File: config.mk
export PLATFORM = sky130hd
export DESIGN_NAME = approx_rec_mult_seq
export DESIGN_NICKNAME = d
export VERILOG_FILES = /design/src/rtl/approx_rec_mult_seq.sv
export SDC_FILE = /design/constraint.sdc
export NUM_CORES = 1
export LEC_CHECK = 0
export ABC_AREA = 0
export CORE_MARGIN = 1
export CORE_UTILIZATION = 39
export DETAILED_ROUTE_END_ITERATION = 10
export RECOVER_POWER = 100
export SYNTH_ARGS = -nofsm -noshare
export SYNTH_HDL_FRONTEND = slang
export SYNTH_SLANG_ARGS = --single-unit
File: constraint.sdc
create_clock -name clk -period 7.1 [get_ports clk]
set_input_delay 0.71 -clock clk [delete_from_list [all_inputs] [get_ports clk]]
set_output_delay 0.71 -clock clk [all_outputs]
set_load 0.05 [all_outputs]
File: src/rtl/approx_rec_mult_seq.sv
// approx_rec_mult_seq
// -------------------
// Sequential recursive multiplier. A WIDTH x WIDTH unsigned product is built by
// visiting every 4x4 nibble leaf (i,j) once, one leaf per clock, through a
// single 4x4 leaf multiplier. Each leaf product is shifted by 4*(i+j) and added
// into a 2*WIDTH accumulator. In approximate mode the low-weight leaves
// (i+j < APPROX_THRESH) replace the low nibble of their product with the
// bitwise OR of the two operand nibbles.
//
// Ports:
//   clk        clock, all state on the rising edge
//   rst_n      asynchronous active-low reset
//   in_valid   operands and mode valid
//   in_ready   block is idle and can accept operands
//   a, b       unsigned operands (WIDTH bits)
//   approx     1 = approximate mode, 0 = exact; sampled with the operands
//   out_valid  y holds a finished product
//   out_ready  consumer accepts y
//   y          unsigned product (2*WIDTH bits), held after the handshake
//   busy       high while leaves are being accumulated

module approx_rec_mult_seq #(
    parameter int WIDTH         = 16,
    parameter int APPROX_THRESH = 2
) (
    input  logic                 clk,
    input  logic                 rst_n,
    input  logic                 in_valid,
    output logic                 in_ready,
    input  logic [WIDTH-1:0]     a,
    input  logic [WIDTH-1:0]     b,
    input  logic                 approx,
    output logic                 out_valid,
    input  logic                 out_ready,
    output logic [2*WIDTH-1:0]   y,
    output logic                 busy
);

    localparam int N  = WIDTH / 4;
    localparam int IW = (N > 1) ? $clog2(N) : 1;
    localparam int PW = 2 * WIDTH;

    // The largest leaf index sum is 2N-2, so clamping the threshold to 2N-1
    // keeps the comparison constant representable without changing behaviour.
    localparam int THR_LO = (APPROX_THRESH < 0) ? 0 : APPROX_THRESH;
    localparam int THR    = (THR_LO > 2 * N - 1) ? 2 * N - 1 : THR_LO;

    localparam logic [IW-1:0] NIB_LAST = IW'(N - 1);
    localparam logic [IW-1:0] NIB_ONE  = IW'(1);
    localparam logic [IW:0]   THR_V    = (IW + 1)'(THR);

    typedef enum logic [1:0] {
        IDLE,
        BUSY,
        DONE
    } state_t;

    state_t            state_q, state_d;
    logic [WIDTH-1:0]  opA_q, opA_d;
    logic [WIDTH-1:0]  opB_q, opB_d;
    logic              approx_q, approx_d;
    logic [IW-1:0]     nibI_q, nibI_d;
    logic [IW-1:0]     nibJ_q, nibJ_d;
    logic [PW-1:0]     acc_q, acc_d;
    logic [PW-1:0]     y_q, y_d;

    logic              lastLeaf;
    logic [3:0]        nibA;
    logic [3:0]        nibB;
    logic [IW:0]       leafSum;
    logic [7:0]        leafExact;
    logic              useApprox;
    logic [7:0]        leafProd;
    logic [PW-1:0]     leafShifted;

    // Leaf datapath: select the current nibble pair, form the (possibly
    // approximated) 8-bit leaf product and align it to weight 16^(i+j).
    always_comb begin
        lastLeaf    = (nibI_q == NIB_LAST) && (nibJ_q == NIB_LAST);
        nibA        = 4'(opA_q >> {nibI_q, 2'b00});
        nibB        = 4'(opB_q >> {nibJ_q, 2'b00});
        leafSum     = {1'b0, nibI_q} + {1'b0, nibJ_q};
        leafExact   = {4'b0000, nibA} * {4'b0000, nibB};
        useApprox   = approx_q && (leafSum < THR_V);
        leafProd    = useApprox ? {leafExact[7:4], nibA | nibB} : leafExact;
        leafShifted = {{(PW - 8){1'b0}}, leafProd} << {leafSum, 2'b00};
    end

    // State register.
    always_ff @(posedge clk or negedge rst_n) begin
        if (!rst_n) begin
            state_q <= IDLE;
        end else begin
            state_q <= state_d;
        end
    end

    // Next-state logic. Input is only looked at in IDLE and out_ready only in
    // DONE, so a source holding in_valid while we work is simply ignored.
    always_comb begin
        state_d = state_q;
        case (state_q)
            IDLE:    if (in_valid)  state_d = BUSY;
            BUSY:    if (lastLeaf)  state_d = DONE;
            DONE:    if (out_ready) state_d = IDLE;
            default: state_d = IDLE;
        endcase
    end

    // Output logic: handshake and status flags decode straight from the state.
    always_comb begin
        in_ready  = (state_q == IDLE);
        busy      = (state_q == BUSY);
        out_valid = (state_q == DONE);
        y         = y_q;
    end

    // Datapath next-state. Leaves are walked with j (b nibble) as the fast
    // index. y gets its own register so it keeps the last product in IDLE
    // even after the accumulator is cleared for a new transaction.
    always_comb begin
        opA_d    = opA_q;
        opB_d    = opB_q;
        approx_d = approx_q;
        nibI_d   = nibI_q;
        nibJ_d   = nibJ_q;
        acc_d    = acc_q;
        y_d      = y_q;
        case (state_q)
            IDLE: begin
                if (in_valid) begin
                    opA_d    = a;
                    opB_d    = b;
                    approx_d = approx;
                    acc_d    = '0;
                    nibI_d   = '0;
                    nibJ_d   = '0;
                end
            end
            BUSY: begin
                acc_d = acc_q + leafShifted;
                if (nibJ_q == NIB_LAST) begin
                    nibJ_d = '0;
                    nibI_d = lastLeaf ? '0 : nibI_q + NIB_ONE;
                end else begin
                    nibJ_d = nibJ_q + NIB_ONE;
                end
                if (lastLeaf) begin
                    y_d = acc_q + leafShifted;
                end
            end
            default: begin
            end
        endcase
    end

    // Datapath registers.
    always_ff @(posedge clk or negedge rst_n) begin
        if (!rst_n) begin
            opA_q    <= '0;
            opB_q    <= '0;
            approx_q <= 1'b0;
            nibI_q   <= '0;
            nibJ_q   <= '0;
            acc_q    <= '0;
            y_q      <= '0;
        end else begin
            opA_q    <= opA_d;
            opB_q    <= opB_d;
            approx_q <= approx_d;
            nibI_q   <= nibI_d;
            nibJ_q   <= nibJ_d;
            acc_q    <= acc_d;
            y_q      <= y_d;
        end
    end

endmodule

=== Word level (Yosys, flattened, before mapping) ===
Index checks and enable logic that the tools add are counted.

* Register bits: 103
* Input port bits: 37
* Output and inout bits: 35
* Word-level logic and storage cells: 48

* Add/sub/neg operators: 4
* Multipliers: 1
* Magnitude comparators: 1
* Eq/ne operators: 8
* Shift operators: 3
* Muxes and demuxes: 13
* Bitwise operators: 1
* Reductions and logical operators: 9

{| class="wikitable"
|+ Operators with widths
! kind !! number
|-
| $pmux W32 S2 || 1
|-
| $add A32 B32 Y32 || 1
|-
| $mux W32 || 1
|-
| $shl A8 B5 Y32 || 1
|-
| $shr A16 B4 Y4 || 2
|-
| $mux W2 || 7
|-
| $mul A4 B4 Y8 || 1
|-
| $pmux W2 S2 || 2
|-
| $eq A2 B2 Y1 const B || 3
|-
| $ne A2 B1 Y1 const B || 3
|-
| $pmux W2 S3 || 1
|-
| $reduce_and A2 Y1 || 3
|-
| $reduce_and A3 Y1 || 2
|-
| $add A2 B1 Y2 const B || 2
|-
| $mux W4 || 1
|-
| $or A4 B4 Y4 || 1
|-
| $add A2 B2 Y3 || 1
|-
| $lt A3 B2 Y1 const B || 1
|-
| $eq A2 B1 Y1 const B || 1
|-
| $logic_and A1 B1 Y1 || 2
|-
| $logic_not A2 Y1 || 1
|-
| $ne A2 B2 Y1 const B || 1
|-
| $reduce_bool A2 Y1 || 1
|}

=== Depth between registers and ports, before layout ===
Gate-level depths: netlist of the first run.

* Depth in word-level cells: 7
* Depth in mapped cells: 24
* Depth with buffers taken out: 22

=== Worst setup path after synthesis of the first run ===
Ideal clock, no wire load.

* Kind: register to register
* From: reg nibI_q[0]
* To: reg y_q[30], in the netlist y[30]
* Library setup time: 0.131 ns
* Arrival time: 5.036 ns
* Data required time: 6.969 ns
* Path slack: 1.932 ns
* Stages on the path, launching flop included: 24
* Buffers on the path: 2
* Period minus slack after synthesis: 5.168 ns
* Path through: dfrtp_1 -> buf_4 -> mux4_2 -> nand2_1 -> fa_1 -> inv_1 -> fa_1 -> ha_1 -> a21o_1 -> a21oi_1 -> nand3b_1 -> nand3_1 -> a22oi_1 -> nor2_1 -> ha_1 -> buf_2 -> nor2_1 -> or3_1 -> a21oi_2 -> o22ai_2 -> o31ai_4 -> a41oi_2 -> xor2_1 -> o21ai_1

* Word-level cells in the longest chain between the ends: 6
* Elaborated cells between the ends (all ways): 12
* Classes of those cells: add/sub: 2; mul: 1; order compare: 1; eq/ne: 1; shift: 2; mux: 1; bitwise: 1; reduce/logical: 3

{| class="wikitable"
|+ Ends and longest elaborated chain
! element !! RTL line !! RTL
|-
| start: declaration || 62 || <nowiki>logic [IW-1:0] nibI_q, nibI_d;</nowiki>
|-
| start signal: assignment || 171 || <nowiki>nibI_q <= nibI_d;</nowiki>
|-
| branches (longest 6 deep; another with $add A32 B32 Y32) || -- ||
|-
| end signal: assignment || 174 || <nowiki>y_q <= y_d;</nowiki>
|-
| end: declaration || 65 || <nowiki>logic [PW-1:0] y_q, y_d;</nowiki>
|}

Parallel ways; which one is timed is not known.
A chain may end at the register's enable or synchronous reset.

=== Final worst setup path of the first run ===
* From: reg nibJ_q[0]
* To: reg acc_q[30]

* Word-level cells in the longest chain between the ends: 7
* Elaborated cells between the ends (all ways): 10
* Classes of those cells: add/sub: 2; mul: 1; order compare: 1; shift: 2; mux: 2; bitwise: 1; reduce/logical: 1

{| class="wikitable"
|+ Ends and longest elaborated chain
! element !! RTL line !! RTL
|-
| start: declaration || 63 || <nowiki>logic [IW-1:0] nibJ_q, nibJ_d;</nowiki>
|-
| start signal: assignment || 172 || <nowiki>nibJ_q <= nibJ_d;</nowiki>
|-
| branches (longest 4 deep; another with $mul A4 B4 Y8) || -- ||
|-
| $shl A8 B5 Y32 * || 86 || <nowiki>leafShifted = {{(PW - 8){1'b0}}, leafProd} << {leafSum, 2'b00};</nowiki>
|-
| $add A32 B32 Y32 * || 141 || <nowiki>acc_d = acc_q + leafShifted;</nowiki>
|-
| $pmux W32 S2 * || 129 || <nowiki>case (state_q)</nowiki>
|-
| end signal: assignment || 165 || <nowiki>acc_q <= '0;</nowiki>
|-
| end signal: assignment || 173 || <nowiki>acc_q <= acc_d;</nowiki>
|-
| end: declaration || 64 || <nowiki>logic [PW-1:0] acc_q, acc_d;</nowiki>
|}

Every way passes the cells marked *.

==> results.py, run 1 <==
metrics = {
    "drt": {
        "drt_pass1_iterations": 5,
        "detail_route.vias_per_cell": 5.293,
        "wl_per_cell_um": 15.38,
        "routed_wl_um": 15660,
        "postRouteAntennaNets": 0,
        "drc_errors": 0,
        "num_vias": 5388,
        "drtIter0Drc": 338,
    },
    "die": {
        "fp.dieW_um": 131.8,
        "die_h_um": 131.8,
        "fp-row-count": 47,
        "start_util_pct": 39.74,
        "die_area_um2": 17360,
        "coreArea_um2": 16520,
        "num_io_pins": 72,
    },
    "place": {
        "io_buffers": 71,
        "dp_hpwl_um": 11710,
        "gp_congestion": 0.9066,
    },
    "synth": {
        "synthArstFlopShare_pct": 100.0,
        "postSynthAreaPerCell_um2": 8.863,
        "synthFlopType": "dfrtp_1",
        "synth_top_area_share_pct": 39.25,
        "yosysSeqAreaShare_pct": 39.25,
        "synth.area.top_cells": "dfrtp_1, nand2_1, ha_1, o21ai_0, nand3_1",
        "synth.most_common_cell": "nand2_1",
        "synth_cells": 741,
        "yosysWarnings": 0,
        "netlist_area_um2": 6568,
        "synth.ff_latch_count": 103,
        "synth-edff-count": 0,
        "synth_top_area_cell": "dfrtp_1",
        "synthTopCellsByCount": "nand2_1, dfrtp_1, o21ai_0",
        "synth_nets": 830,
        "ys_types": 70,
    },
    "sta": {
        "rsz0062_at_grt": "false",
        "slew_violations": 241,
        "min_period_ns": 6.290,
        "fmax_mhz": 159.0,
        "skew_ns": 0.01057,
        "final_hold_viol_count": 0,
        "fin_crit_sh_pct": 88.59,
        "tns_ns": 0,
        "tightest_slew_ns": 3.011,
        "setup_viol": 0,
        "relSlewSlack_pct": -100.7,
    },
    "clock_tree": {
        "numClockSinks": 103,
        "cts-hold-fix-buffers": 0,
        "insertion_delay_ns": 0.36,
        "clk_pin_slew_ns": 0.08,
        "clockBufferDepth": 2,
        "clockRootBuffer": "clkbuf_16",
        "htree_levels": 3,
        "cts_resized": 0,
        "cts_setup_buffers": 0,
        "cts_buffers": 9,
        "cts_tree": "yes",
    },
    "outcome": {
        "status": "finished with violations",
        "violations": "max-capacitance violations, max-slew violations",
    },
    "setup_path": {
        "startpoint_type": "register",
        "crit_required_ns": 7.26,
        "path_class": "reg -> reg",
        "crit_path_end_kind": "register",
        "worstPathArrival_ns": 6.45,
        "path_max_fanout": 8,
    },
    "worst_hold_path": {
        "hold_path_class": "reg -> reg",
    },
    "global_routing": {
        "grt_overflow": 0,
        "antenna_found_initial": 0,
        "grt_pass1_wl_um": 26620,
        "grt_max_degree": 68,
        "grt_pass1_vias": 5247,
        "grt_usage_pct": 19.25,
    },
    "cells_and_area": {
        "areaGrowthSynthToFinish_pct": 17.13,
        "drive_gt1_share_pct": 5.138,
        "num_antenna_cells": 0,
        "fillers": 1581,
        "fin_nets": 882,
    },
    "job": {
        "maxCapViolCount": 4,
    },
}
## per-stage QoR
stage / hold WS [ns] / utilization, % / area (um2) / std cells / setup WS (ns)
final: 0.4725 / 46.55 / 7692 / 1018 / 0.8101
after detailed placement: 0.4636 / 45.04 / 7442 / 1002 / 1.083
after CTS: 0.3645 / 46.89 / 7749 / 1018 / 1.025
after global routing: 0.4982 / 46.55 / 7692 / 1018 / 0.3314
after floorplan: 0.4144 / - / 6568 / 741 / 1.932
after global placement: 0.4625 / 45.04 / 7442 / 1002 / 1.077
## registers in the layout, summed over array words and instances (netlist names)
| name | count |
|---|---|
| opA_q | 16 |
| state_q | 2 |
| approx_q | 1 |
| y | 32 |
| nibI_q | 2 |
| acc_q | 32 |
| nibJ_q | 2 |
| opB_q | 16 |
## cells by family (layout without fill, tap and decap cells)
family / Yosys count / in the layout / synth area share (%)
compound gates: 176 / 176 / 17.22
flops: 103 / 103 / 39.25
xor+xnor: 32 / 32 / 4.267
fa+ha+maj: 52 / 52 / 10.59
mux: 13 / 13 / 3.543
buf+inv: 52 / 109 / 3.296
simple gates: 313 / 313 / 21.83
## worst max-delay path, cell delays in order (launching register included)
cell and delay [ns]:
dfrtp_1 0.56, mux4_2 0.62, nand2_1 0.12, fa_1 0.42, inv_1 0.09, fa_1 0.41
ha_1 0.30, a21o_1 0.17, a21oi_1 0.25, nand3b_1 0.15, nand3_1 0.16, mux2i_1 0.42
nor2_1 0.09, ha_1 0.34, a21oi_1 0.20, a31oi_1 0.22, nor4_1 0.72, o31ai_4 0.22
a41oi_1 0.30, xor2_1 0.23, o21ai_1 0.09
## layer usage
metal / global-route usage (%) / wire [um] / vias to the layer above
li1: - / - / 2698
met1: 27.08 / 7769 / 2563
met2: 30.81 / 7153 / 111
met3: 3.037 / 541 / 16
met4: 5.233 / 192 / 0
met5: 0 / 0 / -
## worst paths after layout
path | to | cells past startpoint | slack [ns] | start
max | acc_q[30] | 20 | 0.81 | nibJ_q[0]
min | y[4] | 2 | 0.47 | y[4]
max reg2reg | acc_q[30] | 20 | 0.81 | nibJ_q[0]
min reg2reg | y[4] | 2 | 0.47 | y[4]
max in group asynchronous | acc_q[27] | 2 | 2.19 | rst_n
min in group asynchronous | y[3] | 1 | 1.11 | rst_n
## cells in the final DEF (no fill, tap or decap), drive strengths merged, types with 5 or more instances in the layout
cell type / count
a31oi: 5
dfrtp: 103
nor2: 39
and2: 19
nor2b: 15
a21oi: 32
nand2b: 8
clkdlybuf4s50: 34
dlygate4sd3: 36
clkbuf: 13
xnor2: 15
mux4: 8
fa: 6
a32o: 5
nand3: 42
ha: 46
inv: 21
nand2: 164
o21ai: 79
xor2: 17
a21o: 14
## cell type report
class	instances	area, um2	area share, %
Clock buffer	9	225.2	2.928
Clock inverter	7	81.33	1.057
Inverter	18	67.56	0.8783
Multi-Input combinational cell	586	3742	48.65
Sequential cell	103	2577	33.51
Tap cell	220	275.3	3.578
Timing Repair Buffer	75	723.2	9.401
Power of run 1 is left out: the tool's default activity adds up to more than one toggle a clock period on the data nets, which glitch-free logic cannot reach.
==> run 2, diff against run 1 <==
--- a/config.mk
+++ b/config.mk
@@ -6,9 +6,10 @@
 export NUM_CORES = 1
 export LEC_CHECK = 0
 export ABC_AREA = 0
-export CORE_MARGIN = 1
-export CORE_UTILIZATION = 39
+export CORE_MARGIN = 4
+export CORE_UTILIZATION = 30
 export DETAILED_ROUTE_END_ITERATION = 10
+export PLACE_DENSITY = 0.45
 export RECOVER_POWER = 100
 export SYNTH_ARGS = -nofsm -noshare
 export SYNTH_HDL_FRONTEND = slang
==> results.py, run 2 (synthesized netlist as in run 1, its figures left out) <==
metrics = {
    "setup_path": {
        "startpoint_type": "register",
        "worstPathCellList": "mux4_2 > nand2_1 > fa_1 > inv_1 > fa_1 > ha_1 > a21o_1 > a21oi_1 > xnor2_1 > a22oi_1 > nor2_1 > ha_1 > and2_0 > o21ai_0 > a31oi_1 > nor4_1 > o31ai_4 > a41oi_2 > xor2_1 > o21ai_0",
        "slowest_stage": "mux4_2",
        "worstPathArrival_ns": 6.44,
        "path_class": "reg -> reg",
        "crit_path_end_kind": "register",
        "reg2regPathDepth": 20,
        "cp_top_family": "compound AO/OA/AOI/OAI gates",
        "r2r_slack_ns": 0.80,
        "cpPeakStageDelay_ns": 0.62,
        "crit_buf_inv": 1,
        "path_max_fanout": 8,
        "r2r_start": "nibI_q[0]",
        "crit_required_ns": 7.23,
        "r2r_end": "acc_q[30]",
    },
    "global_routing": {
        "grt_usage_pct": 15.20,
        "grt_pass1_wl_um": 29720,
        "antenna_found_initial": 0,
        "grt_overflow": 0,
        "grt_max_degree": 68,
        "grt_pass1_vias": 5494,
    },
    "clock_tree": {
        "clk_pin_slew_ns": 0.08,
        "cts_resized": 0,
        "cts-hold-fix-buffers": 0,
        "numClockSinks": 103,
        "clockRootBuffer": "clkbuf_16",
        "cts_tree": "yes",
        "insertion_delay_ns": 0.36,
        "cts_setup_buffers": 0,
        "cts_buffers": 9,
        "clockBufferDepth": 2,
        "htree_levels": 3,
    },
    "cells_and_area": {
        "stdcell_area_um2": 7789,
        "final_common_cell": "nand2_1",
        "areaGrowthSynthToFinish_pct": 18.59,
        "fillers": 2144,
        "seqCellArea_um2": 2577,
        "drive_gt1_share_pct": 5.500,
        "multi_input_area_um2": 3752,
        "fin_util_pct": 36.59,
        "layout_common_cells": "nand2_1, dfrtp_1, o21ai_0",
        "fin_nets": 884,
        "num_antenna_cells": 0,
    },
    "drt": {
        "routed_wl_um": 17860,
        "drt_pass1_iterations": 4,
        "wl_per_cell_um": 16.61,
        "num_vias": 5403,
        "detail_route.vias_per_cell": 5.026,
        "drc_errors": 0,
        "drtIter0Drc": 388,
        "postRouteAntennaNets": 0,
    },
    "die": {
        "fp-row-count": 53,
        "start_util_pct": 30.85,
        "coreArea_um2": 21290,
        "fp.dieW_um": 156.0,
        "num_io_pins": 72,
        "die_area_um2": 24320,
        "die_h_um": 156.0,
    },
    "place": {
        "placed_cell_area_um2": 7526,
        "io_buffers": 71,
        "gp_congestion": 0.8729,
        "dp_hpwl_um": 13500,
    },
    "outcome": {
        "status": "finished with violations",
        "violations": "max-capacitance violations, max-slew violations",
    },
    "worst_hold_path": {
        "worstHoldPathCells": 2,
        "hp-start": "y[29]",
        "hold-path-endpoint": "y[29]",
        "hold_path_class": "reg -> reg",
    },
    "sta": {
        "tns_ns": 0,
        "setup_viol": 0,
        "fin_crit_sh_pct": 88.79,
        "relSlewSlack_pct": -100.4,
        "tightest_slew_ns": 3.005,
        "skew_ns": 0.009334,
        "final_hold_viol_count": 0,
        "hold_ws_ns": 0.4754,
        "rsz0062_at_grt": "false",
        "fmax_mhz": 158.6,
        "min_period_ns": 6.304,
        "slew_violations": 241,
    },
    "job": {
        "maxCapViolCount": 4,
    },
}
run 2: worst max-delay path by stage:
| stage | from | to | slack (ns) | cells past startpoint |
|---|---|---|---|---|
| 3_3_place_gp | nibI_q[0] | y[31] | 1.08 | 21 |
| 6_report | nibI_q[0] | acc_q[30] | 0.80 | 20 |
| 2_1_floorplan | nibI_q[0] | y[30] | 1.93 | 23 |
| 4_1_cts | nibI_q[0] | y[31] | 0.99 | 21 |
| 5_1_grt | nibI_q[0] | acc_q[30] | 0.30 | 23 |
| 3_5_place_dp | nibI_q[0] | y[31] | 1.04 | 21 |
run 2: area by class of cell:
cell class | count | area share [%]
clock buffer | 9 | 2.892
clock inverter | 7 | 1.108
inverter | 18 | 0.8675
multi-input combinational | 586 | 48.18
sequential | 103 | 33.09
tap | 275 | 4.418
timing repair buffer | 77 | 9.446
run 2: per-stage QoR:
step                      worst slack [ns]  cells
after floorplan                      1.932    741
after global placement               1.076   1059
after detailed placement             1.038   1059
after CTS                           0.9943   1075
after global routing                0.3026   1075
final                               0.7962   1075
run 2: per-layer routing:
metal	track usage, %	up-vias	part of all wire, %
li1	-	2694	-
met1	21.84	2559	50
met5	0	-	0
met2	23.79	130	44
met3	2.580	20	4.1
met4	3.960	0	1.5
run 2: tightest hold or removal path, stage by stage, from the launching register on:
cell,delay [ns]
dfrtp_1,0.34
nand2_1,0.05
o21ai_0,0.06
Power of run 2 is left out for the same reason.
==> run 3, diff against run 2 <==
--- a/config.mk
+++ b/config.mk
@@ -6,9 +6,11 @@
 export NUM_CORES = 1
 export LEC_CHECK = 0
 export ABC_AREA = 0
+export CORE_ASPECT_RATIO = 0.6
 export CORE_MARGIN = 4
 export CORE_UTILIZATION = 30
 export DETAILED_ROUTE_END_ITERATION = 10
+export GPL_TIMING_DRIVEN = 0
 export PLACE_DENSITY = 0.45
 export RECOVER_POWER = 100
 export SYNTH_ARGS = -nofsm -noshare
==> results.py, run 3 (synthesized netlist as in run 1, its figures left out) <==
metrics = {
    "global_routing": {
        "grt_pass1_vias": 5622,
        "grt_pass1_wl_um": 31550,
        "grt_max_degree": 58,
        "grt_usage_pct": 16.91,
        "grt_overflow": 0,
        "antenna_found_initial": 0,
    },
    "place": {
        "io_buffers": 71,
        "dp_hpwl_um": 15500,
        "gp_congestion": 0.8974,
    },
    "outcome": {
        "violations": "max-capacitance violations, max-slew violations",
        "status": "finished with violations",
    },
    "setup_path": {
        "worstPathCellList": "buf_4 > mux4_2 > nand2_1 > fa_1 > inv_1 > fa_1 > inv_1 > fa_1 > inv_1 > a21o_1 > a21oi_1 > xnor2_1 > mux2i_1 > nor2_1 > ha_1 > o21ai_0 > a21oi_1 > nand3_2 > and2_0 > o31a_1 > o21ai_0 > xnor2_1 > o21ai_0",
        "cp_top_family": "adder cells",
        "path_max_fanout": 6,
        "cpPeakStageDelay_ns": 0.61,
        "crit_path_end_kind": "register",
        "r2r_start": "nibI_q[0]",
        "path_class": "reg -> reg",
        "crit_required_ns": 7.32,
        "crit_buf_inv": 4,
        "crit_path_start": "nibI_q[0]",
        "slowest_stage": "mux2i_1",
        "startpoint_type": "register",
        "worstPathArrival_ns": 6.73,
    },
    "worst_hold_path": {
        "hp-start": "y[4]",
        "hold_path_class": "reg -> reg",
    },
    "die": {
        "num_io_pins": 72,
        "fp-row-count": 41,
        "die_area_um2": 24400,
        "start_util_pct": 30.92,
        "die_h_um": 122.6,
        "coreArea_um2": 21240,
        "fp.dieW_um": 199.0,
    },
    "clock_tree": {
        "cts_setup_buffers": 0,
        "cts_resized": 0,
        "clockBufferDepth": 2,
        "cts_tree": "yes",
        "htree_levels": 3,
        "cts_buffers": 9,
        "clk_pin_slew_ns": 0.08,
        "clockRootBuffer": "clkbuf_16",
        "numClockSinks": 103,
        "insertion_delay_ns": 0.37,
        "cts-hold-fix-buffers": 0,
    },
    "sta": {
        "final_hold_viol_count": 0,
        "skew_ns": 0.01442,
        "fmax_mhz": 153.7,
        "hold_ws_ns": 0.4745,
        "rsz0062_at_grt": "false",
        "slew_violations": 106,
        "min_period_ns": 6.507,
        "tightest_slew_ns": 3.145,
        "tns_ns": 0,
        "fin_crit_sh_pct": 91.65,
        "relSlewSlack_pct": -109.7,
        "setup_viol": 0,
    },
    "cells_and_area": {
        "layout_common_cells": "nand2_1, dfrtp_1, o21ai_0",
        "fin_nets": 913,
        "fin_util_pct": 37.16,
        "drive_gt1_share_pct": 5.669,
        "final_common_cell": "nand2_1",
        "num_antenna_cells": 0,
        "areaGrowthSynthToFinish_pct": 20.18,
    },
    "drt": {
        "num_vias": 5640,
        "wl_per_cell_um": 17.91,
        "drt_pass1_iterations": 5,
        "postRouteAntennaNets": 0,
        "routed_wl_um": 19840,
        "detail_route.vias_per_cell": 5.090,
        "drc_errors": 0,
        "drtIter0Drc": 320,
    },
    "job": {
        "maxCapViolCount": 2,
    },
}
==> run 3: path summary, 6_finish.rpt <==
| check | end | slack, ns | cells past startpoint |
|---|---|---|---|
| max in group asynchronous | acc_q[5] | 1.96 | 2 |
| setup / recovery | acc_q[27] | 0.59 | 23 |
| hold / removal | y[4] | 0.47 | 2 |
| min in group asynchronous | opA_q[5] | 1.14 | 1 |
| setup reg to reg | acc_q[27] | 0.59 | 23 |
| hold reg to reg | y[4] | 0.47 | 2 |
==> run 3: stage by stage <==
stage / area [um2] / std cells / worst slack, ns
6_report: 7893 / 1108 / 0.5931
4_1_cts: 7934 / 1108 / 0.7317
5_1_grt: 7893 / 1108 / 0.1836
2_1_floorplan: 6568 / 741 / 1.932
3_3_place_gp: 7627 / 1091 / 0.7198
3_5_place_dp: 7652 / 1092 / 0.7938
==> run 3: final cells by class <==
| cell class | count | area (um2) |
|---|---|---|
| inverter | 18 | 67.56 |
| clock inverter | 5 | 38.79 |
| tap | 279 | 349.1 |
| buffer | 34 | 148.9 |
| fill | 2245 | 13350 |
| timing repair buffer | 72 | 708.2 |
| sequential | 103 | 2577 |
| clock buffer | 11 | 242.7 |
| multi-input combinational | 586 | 3760 |
==> run 3: layer usage <==
layer	vias up	wire length, um	part of all wire, %	track usage (%)
met5	-	0	0	0
met2	124	7409	37	21.75
li1	2752	-	-	-
met4	0	211	1.1	4.014
met3	16	1013	5.1	4.115
met1	2748	11210	56	27.60
==> run 3: worst min-delay path: cells and delay by family (launching register included) <==
| family | cells | cell delay (ns) |
|---|---|---|
| flops | 1 | 0.34 |
| compound gates | 1 | 0.06 |
| simple gates | 1 | 0.04 |
Power of run 3 is left out for the same reason.
